<file path="src/rtl/dcf77_pkg.sv">
// Shared DCF77 frame layout, field widths, time record and reset values
// used by the frame encoder, the generator and the decoder bench.
package dcf77_pkg;

  localparam int FRAME_LEN  = 59;
  localparam int FLAGS_LSB  = 15;
  localparam int START_TIME = 20;
  localparam int MIN_LSB    = 21;
  localparam int PAR_MIN    = 28;
  localparam int HOUR_LSB   = 29;
  localparam int PAR_HOUR   = 35;
  localparam int DATE_LSB   = 36;
  localparam int PAR_DATE   = 58;

  localparam int MIN_W   = 7;
  localparam int HOUR_W  = 6;
  localparam int DAY_W   = 6;
  localparam int WDAY_W  = 3;
  localparam int MONTH_W = 5;
  localparam int YEAR_W  = 8;
  localparam int FLAGS_W = 5;
  localparam int DATE_W  = DAY_W + WDAY_W + MONTH_W + YEAR_W;

  // Minute sits in the LSBs so the packed order matches transmission order.
  typedef struct packed {
    logic [YEAR_W-1:0]  year;
    logic [MONTH_W-1:0] month;
    logic [WDAY_W-1:0]  wday;
    logic [DAY_W-1:0]   day;
    logic [HOUR_W-1:0]  hour;
    logic [MIN_W-1:0]   min;
  } time_t;

  typedef logic [FRAME_LEN-1:0] frame_t;

  localparam time_t RESET_TIME = '{year: 8'h00, month: 5'h01, wday: 3'd1,
                                   day: 6'h01, hour: 6'h00, min: 7'h00};
  localparam logic [FLAGS_W-1:0] RESET_FLAGS = 5'b01000;

  // BCD minute advance with carry into the hour; the date is left alone.
  function automatic time_t next_minute(input time_t t);
    time_t r;
    r = t;
    if (t.min == 7'h59) begin
      r.min = '0;
      if (t.hour == 6'h23)
        r.hour = '0;
      else if (t.hour[3:0] == 4'h9)
        r.hour = {t.hour[5:4] + 2'd1, 4'h0};
      else
        r.hour[3:0] = t.hour[3:0] + 4'd1;
    end else if (t.min[3:0] == 4'h9) begin
      r.min = {t.min[6:4] + 3'd1, 4'h0};
    end else begin
      r.min[3:0] = t.min[3:0] + 4'd1;
    end
    return r;
  endfunction

endpackage

</file>
<file path="src/rtl/dcf77_frame_encoder.sv">
// Combinational assembly of a time record plus flag bits into the 59-bit
// DCF77 minute frame with even parity over minute, hour and date.
module dcf77_frame_encoder
  import dcf77_pkg::*;
(
  input  time_t               tm,
  input  logic [FLAGS_W-1:0]  flags,
  output frame_t              frame
);

  logic [DATE_W-1:0] date;

  assign date = {tm.year, tm.month, tm.wday, tm.day};

  always_comb begin
    frame = '0;
    frame[FLAGS_LSB +: FLAGS_W] = flags;
    frame[START_TIME]           = 1'b1;
    frame[MIN_LSB +: MIN_W]     = tm.min;
    frame[PAR_MIN]              = ^tm.min;
    frame[HOUR_LSB +: HOUR_W]   = tm.hour;
    frame[PAR_HOUR]             = ^tm.hour;
    frame[DATE_LSB +: DATE_W]   = date;
    frame[PAR_DATE]             = ^date;
  end

endmodule

</file>
<file path="src/rtl/dcf77_frame_gen.sv">
// DCF77 minute-frame generator: second/tick timing, pulse-width modulation
// of the encoded frame, a one-entry load shadow and optional minute advance.
module dcf77_frame_gen
  import dcf77_pkg::*;
#(
  parameter int TICKS_PER_SEC = 1000,
  parameter int SHORT_TICKS   = 100,
  parameter int LONG_TICKS    = 200,
  parameter int AUTO_INC      = 1,
  parameter int IDLE_LEVEL    = 1
) (
  input  logic                clk_in,
  input  logic                rst_n_in,
  input  logic                en_in,
  input  logic                load_valid_in,
  output logic                load_ready_out,
  input  logic [MIN_W-1:0]    min_in,
  input  logic [HOUR_W-1:0]   hour_in,
  input  logic [DAY_W-1:0]    day_in,
  input  logic [WDAY_W-1:0]   wday_in,
  input  logic [MONTH_W-1:0]  month_in,
  input  logic [YEAR_W-1:0]   year_in,
  input  logic [FLAGS_W-1:0]  flags_in,
  output logic                sgn_out,
  output logic [5:0]          sec_out,
  output logic                sec_tick_out,
  output logic                frame_start_out
);

  localparam int TW = $clog2(TICKS_PER_SEC);
  localparam logic [TW-1:0] TICK_LAST = TW'(TICKS_PER_SEC - 1);
  localparam logic [TW-1:0] SHORT_W   = TW'(SHORT_TICKS);
  localparam logic [TW-1:0] LONG_W    = TW'(LONG_TICKS);
  localparam logic [5:0]    SEC_LAST  = 6'd59;
  localparam logic          IDLE      = 1'(IDLE_LEVEL);

  logic [TW-1:0]      tick_q, tick_d, pulse_len;
  logic [5:0]         sec_q, sec_d;
  logic               frame_edge, load_fire, inc_block_q;
  time_t              frame_q, shadow_q, load_tm;
  logic [FLAGS_W-1:0] flags_q, shadow_flags_q;
  logic               shadow_valid_q;
  frame_t             frame_bits;
  logic [63:0]        frame_pad;

  dcf77_frame_encoder u_encoder (
    .tm    (frame_q),
    .flags (flags_q),
    .frame (frame_bits)
  );

  assign frame_pad = {{(64 - FRAME_LEN){1'b0}}, frame_bits};
  assign load_tm   = {year_in, month_in, wday_in, day_in, hour_in, min_in};

  // load_valid_in/load_ready_out: a transfer happens on every clk_in edge
  // where both are high; ready depends only on the shadow being empty, and
  // valid may be raised or dropped at any time without protocol state.
  assign load_ready_out = ~shadow_valid_q;
  assign load_fire      = load_valid_in & ~shadow_valid_q;

  // Disabled: park in the pre-start state so the first enabled edge is a
  // frame start. At that edge the bit looked up is bit 0, which is constant
  // zero, so reading the not-yet-updated frame register is harmless.
  always_comb begin
    tick_d     = TICK_LAST;
    sec_d      = SEC_LAST;
    frame_edge = 1'b0;
    if (en_in) begin
      if (tick_q == TICK_LAST) begin
        tick_d     = '0;
        sec_d      = (sec_q == SEC_LAST) ? 6'd0 : sec_q + 6'd1;
        frame_edge = (sec_q == SEC_LAST);
      end else begin
        tick_d = tick_q + TW'(1);
        sec_d  = sec_q;
      end
    end
    pulse_len = '0;
    if (sec_d != SEC_LAST)
      pulse_len = frame_pad[sec_d] ? LONG_W : SHORT_W;
  end

  always_ff @(posedge clk_in or negedge rst_n_in) begin
    if (!rst_n_in) begin
      tick_q         <= TICK_LAST;
      sec_q          <= SEC_LAST;
      frame_q        <= RESET_TIME;
      flags_q        <= RESET_FLAGS;
      shadow_q       <= '0;
      shadow_flags_q <= '0;
      shadow_valid_q <= 1'b0;
      inc_block_q    <= 1'b1;
    end else begin
      tick_q <= tick_d;
      sec_q  <= sec_d;
      if (!en_in)
        inc_block_q <= 1'b1;
      else if (frame_edge)
        inc_block_q <= 1'b0;
      if (frame_edge) begin
        if (shadow_valid_q) begin
          frame_q <= shadow_q;
          flags_q <= shadow_flags_q;
        end else if (AUTO_INC != 0 && !inc_block_q) begin
          frame_q <= next_minute(frame_q);
        end
      end
      if (load_fire) begin
        shadow_q       <= load_tm;
        shadow_flags_q <= flags_in;
        shadow_valid_q <= 1'b1;
      end else if (frame_edge && shadow_valid_q) begin
        shadow_valid_q <= 1'b0;
      end
    end
  end

  always_ff @(posedge clk_in or negedge rst_n_in) begin
    if (!rst_n_in) begin
      sgn_out         <= IDLE;
      sec_out         <= '0;
      sec_tick_out    <= 1'b0;
      frame_start_out <= 1'b0;
    end else begin
      sgn_out         <= (en_in && (tick_d < pulse_len)) ? ~IDLE : IDLE;
      sec_out         <= en_in ? sec_d : 6'd0;
      sec_tick_out    <= en_in && (tick_d == '0);
      frame_start_out <= en_in && (tick_d == '0) && (sec_d == 6'd0);
    end
  end

endmodule

</file>
<file path="config.mk">
export PLATFORM = sky130hd
export DESIGN_NAME = dcf77_frame_gen
export DESIGN_NICKNAME = d
export VERILOG_FILES = /design/src/rtl/dcf77_pkg.sv /design/src/rtl/dcf77_frame_encoder.sv /design/src/rtl/dcf77_frame_gen.sv
export SDC_FILE = /design/constraint.sdc
export NUM_CORES = 1
export LEC_CHECK = 0
export CAP_MARGIN = 15
export CORE_UTILIZATION = 55
export CTS_CLUSTER_DIAMETER = 120
export CTS_CLUSTER_SIZE = 10
export DETAILED_ROUTE_END_ITERATION = 8
export MAX_ROUTING_LAYER = met4
export PLACE_DENSITY = 0.85
export SYNTH_ARGS = -nofsm -noshare
export SYNTH_HDL_FRONTEND = slang
export SYNTH_SLANG_ARGS = --single-unit
</file>
<file path="constraint.sdc">
create_clock -name clk_in -period 6.3 [get_ports clk_in]
set_input_delay 1.26 -clock clk_in [delete_from_list [all_inputs] [get_ports clk_in]]
set_output_delay 1.26 -clock clk_in [all_outputs]
set_load 0.01 [all_outputs]
</file>
==> results.toml <==
[critical_path]
cp.depth = 15
reg2regPathDepth = 13
critical_path.startpoint = "en_in"
path_cells = "clkdlybuf4s50_1 > inv_1 > or3_1 > mux2_2 > inv_2 > nor2_1 > and4_1 > a221o_1 > o21a_1 > nor3_2 > inv_1 > ha_1 > o211ai_1 > o21a_1 > a41oi_1"
required_ns = 6.61
endpoint_kind = "flip-flop"
path_buf_inv = 4
worst_ep_arrival_time_ns = 5.26
path_max_fanout = 16
slowest_stage = "clkdlybuf4s50_1"
crit_family = "buffers and inverters"
critPathMaxStageDelay_ns = 0.88
path_class = "input port to flip-flop"
reg2reg_from = "tick_q[2]"
rrSetupSlack_ns = 1.98
startpoint_type = "input port"

[global_routing]
grt_max_degree = 87
antenna_found_initial = 0
overflow = 0
grt_pass1_vias = 4265
grt_pass1_wl_um = 20800
grt_usage_pct = 25.5

[cts]
post-cts-setup-buffers = 0
cts_resized = 0
clk_latency_ns = 0.39
path_clk_slew_ns = 0.11
cts_htree_levels = 3
cts-hold-fix-buffers = 0
cts_tree = "built"
max-clock-path-buffers = 2
numCtsBuffers = 9
clock_sinks = 107
cts-root-buf = "clkbuf_8"

[synthesis]
ys_async_sr_fraction_pct = 100
ys_seq_area_share_pct = 47.7
synthesis.nets = 578
ys_ff_latch = 107
ys.warnings.count = 0
yosys.cell_types.count = 64
syn_area_mm2 = 0.00567
synthTopCellsByArea = "dfrtp_1, mux2_2, dfstp_2, xnor2_1, ha_1"
synth.top_cell.area_share_pct = 38.9
ys.flop_type = "dfrtp_1"
syn_avg_cell_area_um2 = 10.9
synth_enable_flop_cells = 0
yosysTopAreaCell = "dfrtp_1"
postSynthCellCount = 518

[sta]
slew_headroom_pct = 24.1
max_freq_mhz = 202
hold_viol = 0
worst_pin_slew_ns = 1.14
drv_slew = 0
finalSetupViolCount = 0
fin_setup_tns_ns = 0
period_share_pct = 78.5
fin_ws_ns = 1.35
period_needed_ns = 4.95
rsz0062_at_grt = "false"
clock_skew_ns = 0.0142

[layout]
stdcell_count = 704
nets = 626
final_util_pct = 65.9
layout_common_cells = "dfrtp_1, mux2_2, clkdlybuf4s50_1"
layout-drive-gt1-share_pct = 22.1
area.growth.synth_to_final_pct = 14.7
final_common_cell = "dfrtp_1"
antennaDiodeCount = 0

[route]
drt_iter0_markers = 269
route.vias.total = 4165
drc_errors = 0
antenna_left = 0
firstDrtPassIters = 4
routedWlPerCell_um = 17.4
finalWirelength_um = 12300
via_per_inst = 5.92

[worst_hold_path]
hp-start = "shadow_q[23]"
min_path_type = "flip-flop to flip-flop"
hold_depth = 1

[power_and_ir_drop]
p_per_area_mw_per_mm2 = 560
finalPower_mw = 3.64
ir_drop_uv = 273
p_leak_nw = 2.70

[floorplanning]
rows = 36
dieWidth_um = 104
die_height_um = 104
start_util_pct = 57.4
dieArea_mm2 = 0.0107
core_area_mm2 = 0.00986
io-pin-count = 54

[placement]
place_congestion = 0.899
io_buffers = 53
place_ws_ns = 1.03
dp_cells = 687
place_hpwl_um = 9050

[status]
status = "finished, final reports clean"

[run]
drv_cap = 0
[kinds of logic after synthesis]
family                   synth area share, %
XOR/XNOR                                4.95
flip-flops                              47.7
adder cells (fa/ha/maj)                 3.53
AND/OR/NAND/NOR                         12.3
AO/OA/AOI/OAI                           13.5
buffers and inverters                   3.05
multiplexers                            15.0
[routing by layer]
metal	vias up	share of wire [%]	global-route usage, %
li1	1984	-	-
met1	2059	44	32.2
met2	104	50	40.7
met3	18	4.5	6.10
met4	0	1.5	8.18
met5	-	0	-
[worst reg2reg max path: stages (launching register included)]
cell,delay (ns)
dfstp_2,0.59
nand4bb_1,0.45
nor3_4,0.80
nand4_1,0.25
o211ai_2,0.39
o41ai_1,0.15
a221o_1,0.39
o21a_1,0.21
nor3_2,0.21
inv_1,0.08
ha_1,0.28
o211ai_1,0.09
o21a_1,0.19
a41oi_1,0.18
[per-stage QoR]
| stage | hold WS (ns) | area (um2) |
|---|---|---|
| floorplan | 0.477 | 5670 |
| global placement | 0.491 | 6310 |
| detailed placement | 0.494 | 6310 |
| CTS | 0.504 | 6480 |
| global route | 0.519 | 6500 |
| finish | 0.506 | 6500 |
[cell type report]
cell class | instances | area (um2)
clock buffer | 10 | 128
clock inverter | 6 | 47.5
fill | 756 | 3360
inverter | 23 | 88.8
multi-input combinational | 368 | 2800
sequential | 107 | 2700
tap | 133 | 166
timing repair buffer | 57 | 571
[cells in the mapped netlist, types with 4 or more instances]
| cell | number |
|---|---|
| mux2_2 | 70 |
| o21ai_0 | 30 |
| nor2_1 | 33 |
| a21o_1 | 4 |
| xnor2_1 | 27 |
| xor2_1 | 5 |
| ha_1 | 16 |
| nor4_1 | 5 |
| dfstp_2 | 19 |
| dfrtp_1 | 88 |
| nor3_1 | 8 |
| o21a_1 | 4 |
| nand2_1 | 32 |
| nand4_1 | 10 |
| inv_1 | 20 |
| a21oi_1 | 21 |
| and3_1 | 5 |
| buf_2 | 4 |
| o211ai_1 | 12 |
| nand3_1 | 12 |
| mux2i_1 | 4 |
| clkbuf_1 | 14 |
| and2_1 | 6 |
[final timing paths]
path | to
setup / recovery | sgn_out
hold / removal | frame_q[23]
setup reg to reg | sgn_out
hold reg to reg | frame_q[23]
max in group asynchronous | tick_q[9]
min in group asynchronous | shadow_flags_q[2]
[flip-flops by register name (all words and copies together), names as in the netlist, 5 cells and up]
name,flops
shadow_flags_q,5
tick_q,10
frame_q,35
sec_q,6
sec_out,6
shadow_q,35
flags_q,5
[where the power goes]
group / leakage [nW] / switching (mW) / internal, mW / total, mW
Combinational: 1.31 / 1.03 / 0.909 / 1.94
Clock: 0.0925 / 0.240 / 0.148 / 0.388
Sequential: 1.29 / 0.285 / 1.03 / 1.31
Total: 2.70 / 1.55 / 2.09 / 3.64
Note: power is estimated with default switching activity, not from simulation.
